### src/rtl/lsu_ctrl.sv
// Load/store unit: takes one EX memory op, drives a single-outstanding req/gnt/rvalid
// data port, extends load data for writeback. Optional macro LSU_STORE_ACK_EN: stores wait for a write ack.
//
// state    | meaning
// IDLE     | ready for a new request
// REQ      | mem_req held until mem_gnt
// WAIT_R   | waiting for mem_rvalid
// RESP     | wb_valid pulse with extended load data
// EXC      | misalign_exc pulse
// ERR      | bus_err pulse after a timeout
module lsu_ctrl #(
  parameter int TIMEOUT_CYC = 255
) (
  input  logic        i_clk,
  input  logic        i_rst_n,
  input  logic        i_req_valid,
  output logic        o_req_ready,
  input  logic [4:0]  i_req_opcode,
  input  logic [2:0]  i_req_func3,
  input  logic [31:0] i_req_addr,
  input  logic [31:0] i_req_wdata,
  input  logic [4:0]  i_req_rd,
  output logic        o_mem_req,
  output logic        o_mem_we,
  output logic [31:0] o_mem_addr,
  output logic [3:0]  o_mem_wstrb,
  output logic [31:0] o_mem_wdata,
  input  logic        i_mem_gnt,
  input  logic        i_mem_rvalid,
  input  logic [31:0] i_mem_rdata,
  output logic        o_wb_valid,
  output logic [4:0]  o_wb_rd,
  output logic [31:0] o_wb_data,
  output logic        o_misalign_exc,
  output logic        o_bus_err,
  output logic        o_busy
);

  localparam logic [4:0] OP_LOAD  = 5'b00000;
  localparam logic [4:0] OP_STORE = 5'b01000;
  localparam int CW = (TIMEOUT_CYC > 255) ? $clog2(TIMEOUT_CYC + 1) : 8;
  localparam logic [CW-1:0] TC_LAST = CW'((TIMEOUT_CYC > 0) ? TIMEOUT_CYC - 1 : 0);
  localparam logic TMO_EN = (TIMEOUT_CYC > 0);

  typedef enum logic [2:0] {
    S_IDLE, S_REQ, S_WAIT_R, S_RESP, S_EXC, S_ERR
  } state_t;

  state_t r_state, w_next;

  logic          r_is_store;
  logic [2:0]    r_func3;
  logic [31:0]   r_addr;
  logic [31:0]   r_wdata;
  logic [4:0]    r_rd;
  logic [31:0]   r_rdata_ext;
  logic [CW-1:0] r_cnt;

  logic        w_op_ok;
  logic        w_accept;
  logic        w_misalign;
  logic        w_tmo;
  logic [3:0]  w_strb;
  logic [31:0] w_lane_data;
  logic [31:0] w_shifted;
  logic [31:0] w_ext;

  assign w_op_ok    = (i_req_opcode == OP_LOAD) || (i_req_opcode == OP_STORE);
  assign w_accept   = i_req_valid && (r_state == S_IDLE) && w_op_ok;
  assign w_misalign = ((i_req_func3[1:0] == 2'b01) && i_req_addr[0]) ||
                      (i_req_func3[1] && (i_req_addr[1:0] != 2'b00));
  // The last waiting cycle before giving up is TIMEOUT_CYC-1 counted from entry.
  assign w_tmo      = TMO_EN && (r_cnt == TC_LAST);

  always_ff @(posedge i_clk or negedge i_rst_n) begin
    if (!i_rst_n) begin
      r_state <= S_IDLE;
    end else begin
      r_state <= w_next;
    end
  end

  always_comb begin
    w_next = r_state;
    case (r_state)
      S_IDLE: begin
        if (w_accept) w_next = w_misalign ? S_EXC : S_REQ;
      end
      S_REQ: begin
        if (i_mem_gnt) begin
`ifdef LSU_STORE_ACK_EN
          w_next = S_WAIT_R;
`else
          w_next = r_is_store ? S_IDLE : S_WAIT_R;
`endif
        end else if (w_tmo) begin
          w_next = S_ERR;
        end
      end
      S_WAIT_R: begin
        if (i_mem_rvalid)  w_next = r_is_store ? S_IDLE : S_RESP;
        else if (w_tmo)    w_next = S_ERR;
      end
      S_RESP:  w_next = S_IDLE;
      S_EXC:   w_next = S_IDLE;
      S_ERR:   w_next = S_IDLE;
      default: w_next = S_IDLE;
    endcase
  end

  always_ff @(posedge i_clk or negedge i_rst_n) begin
    if (!i_rst_n) begin
      r_cnt <= '0;
    end else if (w_next != r_state) begin
      r_cnt <= '0;
    end else if (r_cnt != {CW{1'b1}}) begin
      r_cnt <= r_cnt + 1'b1;
    end
  end

  always_ff @(posedge i_clk or negedge i_rst_n) begin
    if (!i_rst_n) begin
      r_is_store  <= 1'b0;
      r_func3     <= 3'b000;
      r_addr      <= '0;
      r_wdata     <= '0;
      r_rd        <= '0;
      r_rdata_ext <= '0;
    end else begin
      if (w_accept) begin
        r_is_store <= (i_req_opcode == OP_STORE);
        r_func3    <= i_req_func3;
        r_addr     <= i_req_addr;
        r_wdata    <= i_req_wdata;
        r_rd       <= i_req_rd;
      end
      if ((r_state == S_WAIT_R) && i_mem_rvalid) r_rdata_ext <= w_ext;
    end
  end

  always_comb begin
    w_strb      = 4'b1111;
    w_lane_data = r_wdata;
    case (r_func3[1:0])
      2'b00: begin
        w_strb      = 4'b0001 << r_addr[1:0];
        w_lane_data = {4{r_wdata[7:0]}};
      end
      2'b01: begin
        w_strb      = 4'b0011 << r_addr[1:0];
        w_lane_data = {2{r_wdata[15:0]}};
      end
      default: begin
        w_strb      = 4'b1111;
        w_lane_data = r_wdata;
      end
    endcase
  end

  assign w_shifted = i_mem_rdata >> {r_addr[1:0], 3'b000};

  always_comb begin
    w_ext = i_mem_rdata;
    case (r_func3[1:0])
      2'b00:   w_ext = r_func3[2] ? {24'b0, w_shifted[7:0]}
                                  : {{24{w_shifted[7]}}, w_shifted[7:0]};
      2'b01:   w_ext = r_func3[2] ? {16'b0, w_shifted[15:0]}
                                  : {{16{w_shifted[15]}}, w_shifted[15:0]};
      default: w_ext = i_mem_rdata;
    endcase
  end

  assign o_req_ready    = (r_state == S_IDLE);
  assign o_busy         = (r_state != S_IDLE);
  assign o_mem_req      = (r_state == S_REQ);
  assign o_mem_we       = o_mem_req && r_is_store;
  assign o_mem_addr     = o_mem_req ? {r_addr[31:2], 2'b00} : 32'h0;
  assign o_mem_wstrb    = o_mem_we ? w_strb : 4'b0000;
  assign o_mem_wdata    = o_mem_we ? w_lane_data : 32'h0;
  assign o_wb_valid     = (r_state == S_RESP);
  assign o_wb_rd        = o_wb_valid ? r_rd : 5'd0;
  assign o_wb_data      = o_wb_valid ? r_rdata_ext : 32'h0;
  assign o_misalign_exc = (r_state == S_EXC);
  assign o_bus_err      = (r_state == S_ERR);

endmodule

### config.mk
export PLATFORM = sky130hd
export DESIGN_NAME = lsu_ctrl
export DESIGN_NICKNAME = d
export VERILOG_FILES = /design/src/rtl/lsu_ctrl.sv
export SDC_FILE = /design/constraint.sdc
export NUM_CORES = 1
export LEC_CHECK = 0
export CAP_MARGIN = 20
export CELL_PAD_IN_SITES_DETAIL_PLACEMENT = 0
export CELL_PAD_IN_SITES_GLOBAL_PLACEMENT = 1
export CORE_ASPECT_RATIO = 1.2
export CORE_MARGIN = 3
export CORE_UTILIZATION = 35
export DETAILED_ROUTE_END_ITERATION = 8
export GPL_ROUTABILITY_DRIVEN = 0
export PLACE_DENSITY_LB_ADDON = 0.15
export REMOVE_ABC_BUFFERS = 1
export SLEW_MARGIN = 20
export SYNTH_ARGS = -nofsm -noshare
export SYNTH_HDL_FRONTEND = slang
export SYNTH_SLANG_ARGS = --single-unit
### constraint.sdc
create_clock -name i_clk -period 5.5 [get_ports i_clk]
set_clock_uncertainty 0.05 [all_clocks]
set_input_delay 1.1 -clock i_clk [delete_from_list [all_inputs] [get_ports i_clk]]
set_output_delay 1.1 -clock i_clk [all_outputs]
set_load 0.02 [all_outputs]
## Word level (Yosys, flattened, before mapping)

Cells that the tools add are included.

| word-level totals | value |
|---|---|
| logic and storage cells | 57 |
| bits in registers | 116 |
| bits of input ports | 114 |
| output and inout port bits | 112 |

| operators by class | value |
|---|---|
| reduce and logical (&&, ||, !) cells | 14 |
| eq/ne operators | 11 |
| multiplexer cells | 20 |
| shift operators | 3 |
| $add $sub $neg | 1 |

Operators with widths:

| kind | count |
|---|---|
| two-way mux 32 bit | 5 |
| one-hot mux 32 bit (2 select lines) | 2 |
| right shift 32 x 5 -> 16 bit | 1 |
| two-way mux 8 bit | 2 |
| two-way mux 3 bit | 5 |
| one-hot mux 3 bit (3 select lines) | 1 |
| adder 8 x 1 -> 8 bit, second input constant | 1 |
| equality test 8 bit, second input constant | 1 |
| != test 8 bit, second input constant | 1 |
| one-hot mux 4 bit (2 select lines) | 1 |
| equality test 3 x 2 -> 1 bit, second input constant | 2 |
| equality test 3 bit, second input constant | 2 |
| logical AND 1 bit | 6 |
| equality test 5 x 4 -> 1 bit, second input constant | 1 |
| logical NOT 5 bit | 1 |
| two-way mux 5 bit | 1 |
| equality test 2 x 1 -> 1 bit, second input constant | 2 |
| two-way mux 2 bit | 2 |
| two-way mux 4 bit | 1 |
| nonzero test 2 bit | 2 |
| left shift 1 x 2 -> 4 bit, first input constant | 1 |
| left shift 2 x 2 -> 4 bit, first input constant | 1 |
| equality test 3 x 1 -> 1 bit, second input constant | 1 |
| logical NOT 3 bit | 1 |
| other kinds (4) | 5 |

## Longest topological paths before layout

| logic depth | value |
|---|---|
| word-level depth | 8 |
| depth in mapped cells | 8 |
| mapped depth without buffers | 7 |

## Worst setup path after synthesis

No wires, ideal clock.

| path | value |
|---|---|
| path kind | reg2out |
| start point | register r_state[1] |
| end point | output o_mem_wdata[22] |
| setup slack | 2.533 ns |
| buffers on the path | 3 |
| stages on the path, launching flop included | 8 |
| data required time | 4.350 ns |
| arrival time | 1.817 ns |
| cell sequence | dfrtp_1 buf_4 or3b_1 inv_1 nand2_1 clkbuf_1 clkbuf_1 nor2_1 |

| between the ends | value |
|---|---|
| word-level cells in the longest chain between the ends | 3 |

RTL lines:

| what | RTL line | source |
|---|---|---|
| start: declaration | 49 | `state_t r_state, w_next;` |
| start signal: assignment | 79 | `r_state <= w_next;` |
| equality test 3 x 1 -> 1 bit | 175 | `assign o_mem_req = (r_state == S_REQ);` |
| logical AND 1 bit | 176 | `assign o_mem_we = o_mem_req && r_is_store;` |
| two-way mux 32 bit | 179 | `assign o_mem_wdata = o_mem_we ? w_lane_data : 32'h0;` |
| end: declaration | 27 | `output logic [31:0] o_mem_wdata,` |

No other way between the ends.

## Worst setup path after layout

| path | value |
|---|---|
| start point | register r_state[1] |
| end point | output o_mem_wdata[8] |

Same word-level chain as after synthesis.

==> results.sh <==
export IMPL_outcome="completed"
export IMPL_grtUsageMet3=0.06767
export IMPL_syn_area_per_cell_sq_um=8.070
export IMPL_power_density_nw_per_um2=430.2
export IMPL_final_core_util=0.5368
export IMPL_tightest_slew_ps=885.3
export IMPL_fin_crit_sh=0.7452
export IMPL_syn2layout_area_growth_pct=48.39
export IMPL_antenna_cells=0
export IMPL_finalMaxSlewViolations=0
export IMPL_initial_core_util=0.3617
export IMPL_setup_violations=0
export IMPL_ys_seq_area_frac=0.4690
export IMPL_root_buffer="clkbuf_16"
export IMPL_hold_class="flop to flop"
export IMPL_synth_cells=767
export IMPL_synth_seq_cells=116
export IMPL_grt_busiest_layer="met2"
export IMPL_nets=1078
export IMPL_die_w_microns=127.4
export IMPL_die_h_microns=151.7
export IMPL_num_vias=5823
export IMPL_endpoint="o_mem_wdata[8]"
export IMPL_synthFlopType="dfrtp_1"
export IMPL_core_area_sq_um=17110
export IMPL_die_area_sq_um=19320
export IMPL_row_count=52
export IMPL_crit_arrival_ps=2950
export IMPL_use_met1=0.2571
export IMPL_drc=0
export IMPL_fin_ws_ps=1401
export IMPL_syn_cell_area_sq_um=6190
export IMPL_ant_nets=0
export IMPL_drive_above_1_share=0.05236
export IMPL_grt_pass1_wl_mm=30.88
export IMPL_io_buffers=223
export IMPL_cts_max_level=4
export IMPL_r2r_start="r_addr[0]$_DFFE_PN0P_"
export IMPL_hold_start="r_addr[30]$_DFFE_PN0P_"
export IMPL_worstSetupEndpointType="primary output"
export IMPL_cts_hold_buf=0
export IMPL_crit_path_max_fanout=41
export IMPL_cts_resized=0
export IMPL_dr_first_iter_drc_count=469
export IMPL_leakagePower_uw=0.004142
export IMPL_max_clock_freq_mhz=244.0
export IMPL_clock_sinks=116
export IMPL_numCtsBuffers=17
export IMPL_relSlewSlack=0.4076
export IMPL_hold_violations=0
export IMPL_io_pins=226
export IMPL_use_met2=0.3319
export IMPL_cts_buffer_depth=2
export IMPL_clkTransAtPathRegs_ps=50
export IMPL_synth_edf_count=0
export IMPL_power_total_uw=3951
export IMPL_cap_viol_max_count=0
export IMPL_yosysWarnings=0
export IMPL_clk_latency_ps=410
export IMPL_place_ws_ps=1837
export IMPL_grt_pass1_vias=5813
export IMPL_peakVddDrop_v=0.0001786
export IMPL_wire_per_inst_microns=16.34
export IMPL_track_usage=0.2031
export IMPL_overflow=0
export IMPL_antenna_found_initial=0
export IMPL_place_hpwl_mm=13.34
export IMPL_fin_crit_ps=4099
export IMPL_ys_types=45
export IMPL_critPathLaunch="r_state[1]$_DFF_PN0_"
export IMPL_startpoint_type="flop"
export IMPL_grt_setup_unrepaired="no"
export IMPL_fin_setup_tns_ps=0
export IMPL_r2r_cells=5
export IMPL_r2r_slack_ps=3010
export IMPL_reg2reg_to="r_rdata_ext[22]$_DFFE_PN0P_"
export IMPL_grt_max_degree=77
export IMPL_routed_wl_mm=19.44
export IMPL_hold_ws_ps=412.3
export IMPL_cp_required_ps=4350
export IMPL_crit_type="flop to primary output"
export IMPL_async_reset_ff_frac=1.000
export IMPL_postCtsSetupBuffers=0
export IMPL_routed_via_density=4.893
export IMPL_cts_tree="done"
export IMPL_drt_first_pass_iters=4
## cell type report
type                            instances  area, sq um
Fill cell                            1641         7926
Timing Repair Buffer                  230         2282
Inverter                                7        26.28
Sequential cell                       116         2904
Clock buffer                           21        460.4
Multi-Input combinational cell        590         3039
Tap cell                              216        270.3
Clock inverter                         10        202.7
## logic make-up (layout without fill, tap and decap cells)
group / Yosys count / count (layout) / synth area share
adders and majority gates: 2 / 2 / 0.004042
xor gates and xnor gates: 2 / 2 / 0.002831
muxes: 30 / 30 / 0.05074
buffers and inverters: 62 / 268 / 0.04245
and+or+nand+nor: 442 / 442 / 0.3188
AOI/OAI and AO/OA: 112 / 112 / 0.1116
other: 1 / 2 / 0.0006058
DFF: 116 / 116 / 0.4690
## layer usage
metal	up-vias	wire length (microns)
met1	2714	8267
met5	-	0
met2	192	9428
met4	0	274
li1	2897	-
met3	20	1470
## layout by cell type (no fill, tap or decap), types with 3 or more instances in the layout
| cell type | netlist | final |
|---|---|---|
| and2_1 | 68 | 67 |
| nor3_1 | 4 | 4 |
| o21ai_0 | 22 | 22 |
| mux2i_1 | 28 | 28 |
| dfrtp_1 | 116 | 115 |
| a22oi_1 | 7 | 7 |
| nor3b_1 | 5 | 5 |
| a31oi_1 | 5 | 5 |
| clkinv_2 | 0 | 3 |
| clkbuf_16 | 0 | 17 |
| nand2_1 | 258 | 258 |
| nand3_1 | 3 | 3 |
| bufinv_16 | 0 | 6 |
| inv_1 | 7 | 7 |
| nor2b_1 | 3 | 3 |
| a22o_1 | 7 | 7 |
| buf_4 | 4 | 8 |
| nand4_1 | 3 | 3 |
| clkdlybuf4s50_1 | 0 | 222 |
| nor2_1 | 74 | 72 |
| and3_1 | 11 | 11 |
| nand2b_1 | 3 | 3 |
| a21oi_1 | 53 | 53 |
| nor4_2 | 3 | 3 |
| o22ai_1 | 9 | 9 |
## worst max-delay path, stage by stage (launching register included)
cell and delay [ps]:
dfrtp_1 490, or3b_1 450, inv_1 70, buf_4 340
nand2_1 90, buf_4 270, a21oi_1 180, clkdlybuf4s50_1 630
## worst min-delay path by stage
stage | endpoint | depth (start not counted)
finish | r_addr[30]$_DFFE_PN0P_ | 2
global route | r_addr[5]$_DFFE_PN0P_ | 2
CTS | r_addr[25]$_DFFE_PN0P_ | 2
detailed placement | r_addr[25]$_DFFE_PN0P_ | 2
global placement | r_addr[27]$_DFFE_PN0P_ | 2
floorplan | r_addr[10]$_DFFE_PN0P_ | 2
## state kept, by name, summed over array words and instances (netlist names)
| name | count |
|---|---|
| r_is_store | 1 |
| r_wdata | 32 |
| r_addr | 32 |
| r_cnt | 8 |
| r_rdata_ext | 32 |
| r_state | 3 |
| r_func3 | 3 |
| r_rd | 5 |
## report_power, final
group	total (uW)	switching [uW]	internal, uW
combinational	1240	697	541
sequential	1460	267	1200
clock	1250	381	868
## cell usage after synthesis, drive strengths merged (2+ instances only)
library cell	instances	area share
buf	14	0.013
a2111oi	2	0.0069
ha	2	0.0040
and4	3	0.0046
clkbuf	41	0.025
nor2	74	0.045
nor3	5	0.0049
mux2i	28	0.045
o21ai	22	0.018
o22ai	9	0.0091
inv	7	0.0042
a21oi	53	0.043
nor3b	5	0.0061
nand2b	3	0.0030
and3	11	0.011
nor2b	3	0.0030
nand2	258	0.16
nor4	3	0.0061
nand4	3	0.0030
a22o	7	0.0099
xnor2	2	0.0028
nand3	3	0.0024
and2	68	0.069
dfrtp	116	0.47
a22oi	7	0.0085
a31oi	5	0.0051
## through the flow
step / instance area (sq um) / std cells
final: 9185 / 1190
after global routing: 9185 / 1190
after CTS: 9176 / 1190
after detailed placement: 8513 / 1159
after global placement: 8513 / 1159
after floorplan: 5957 / 713
(Power assumes the default switching activity.)
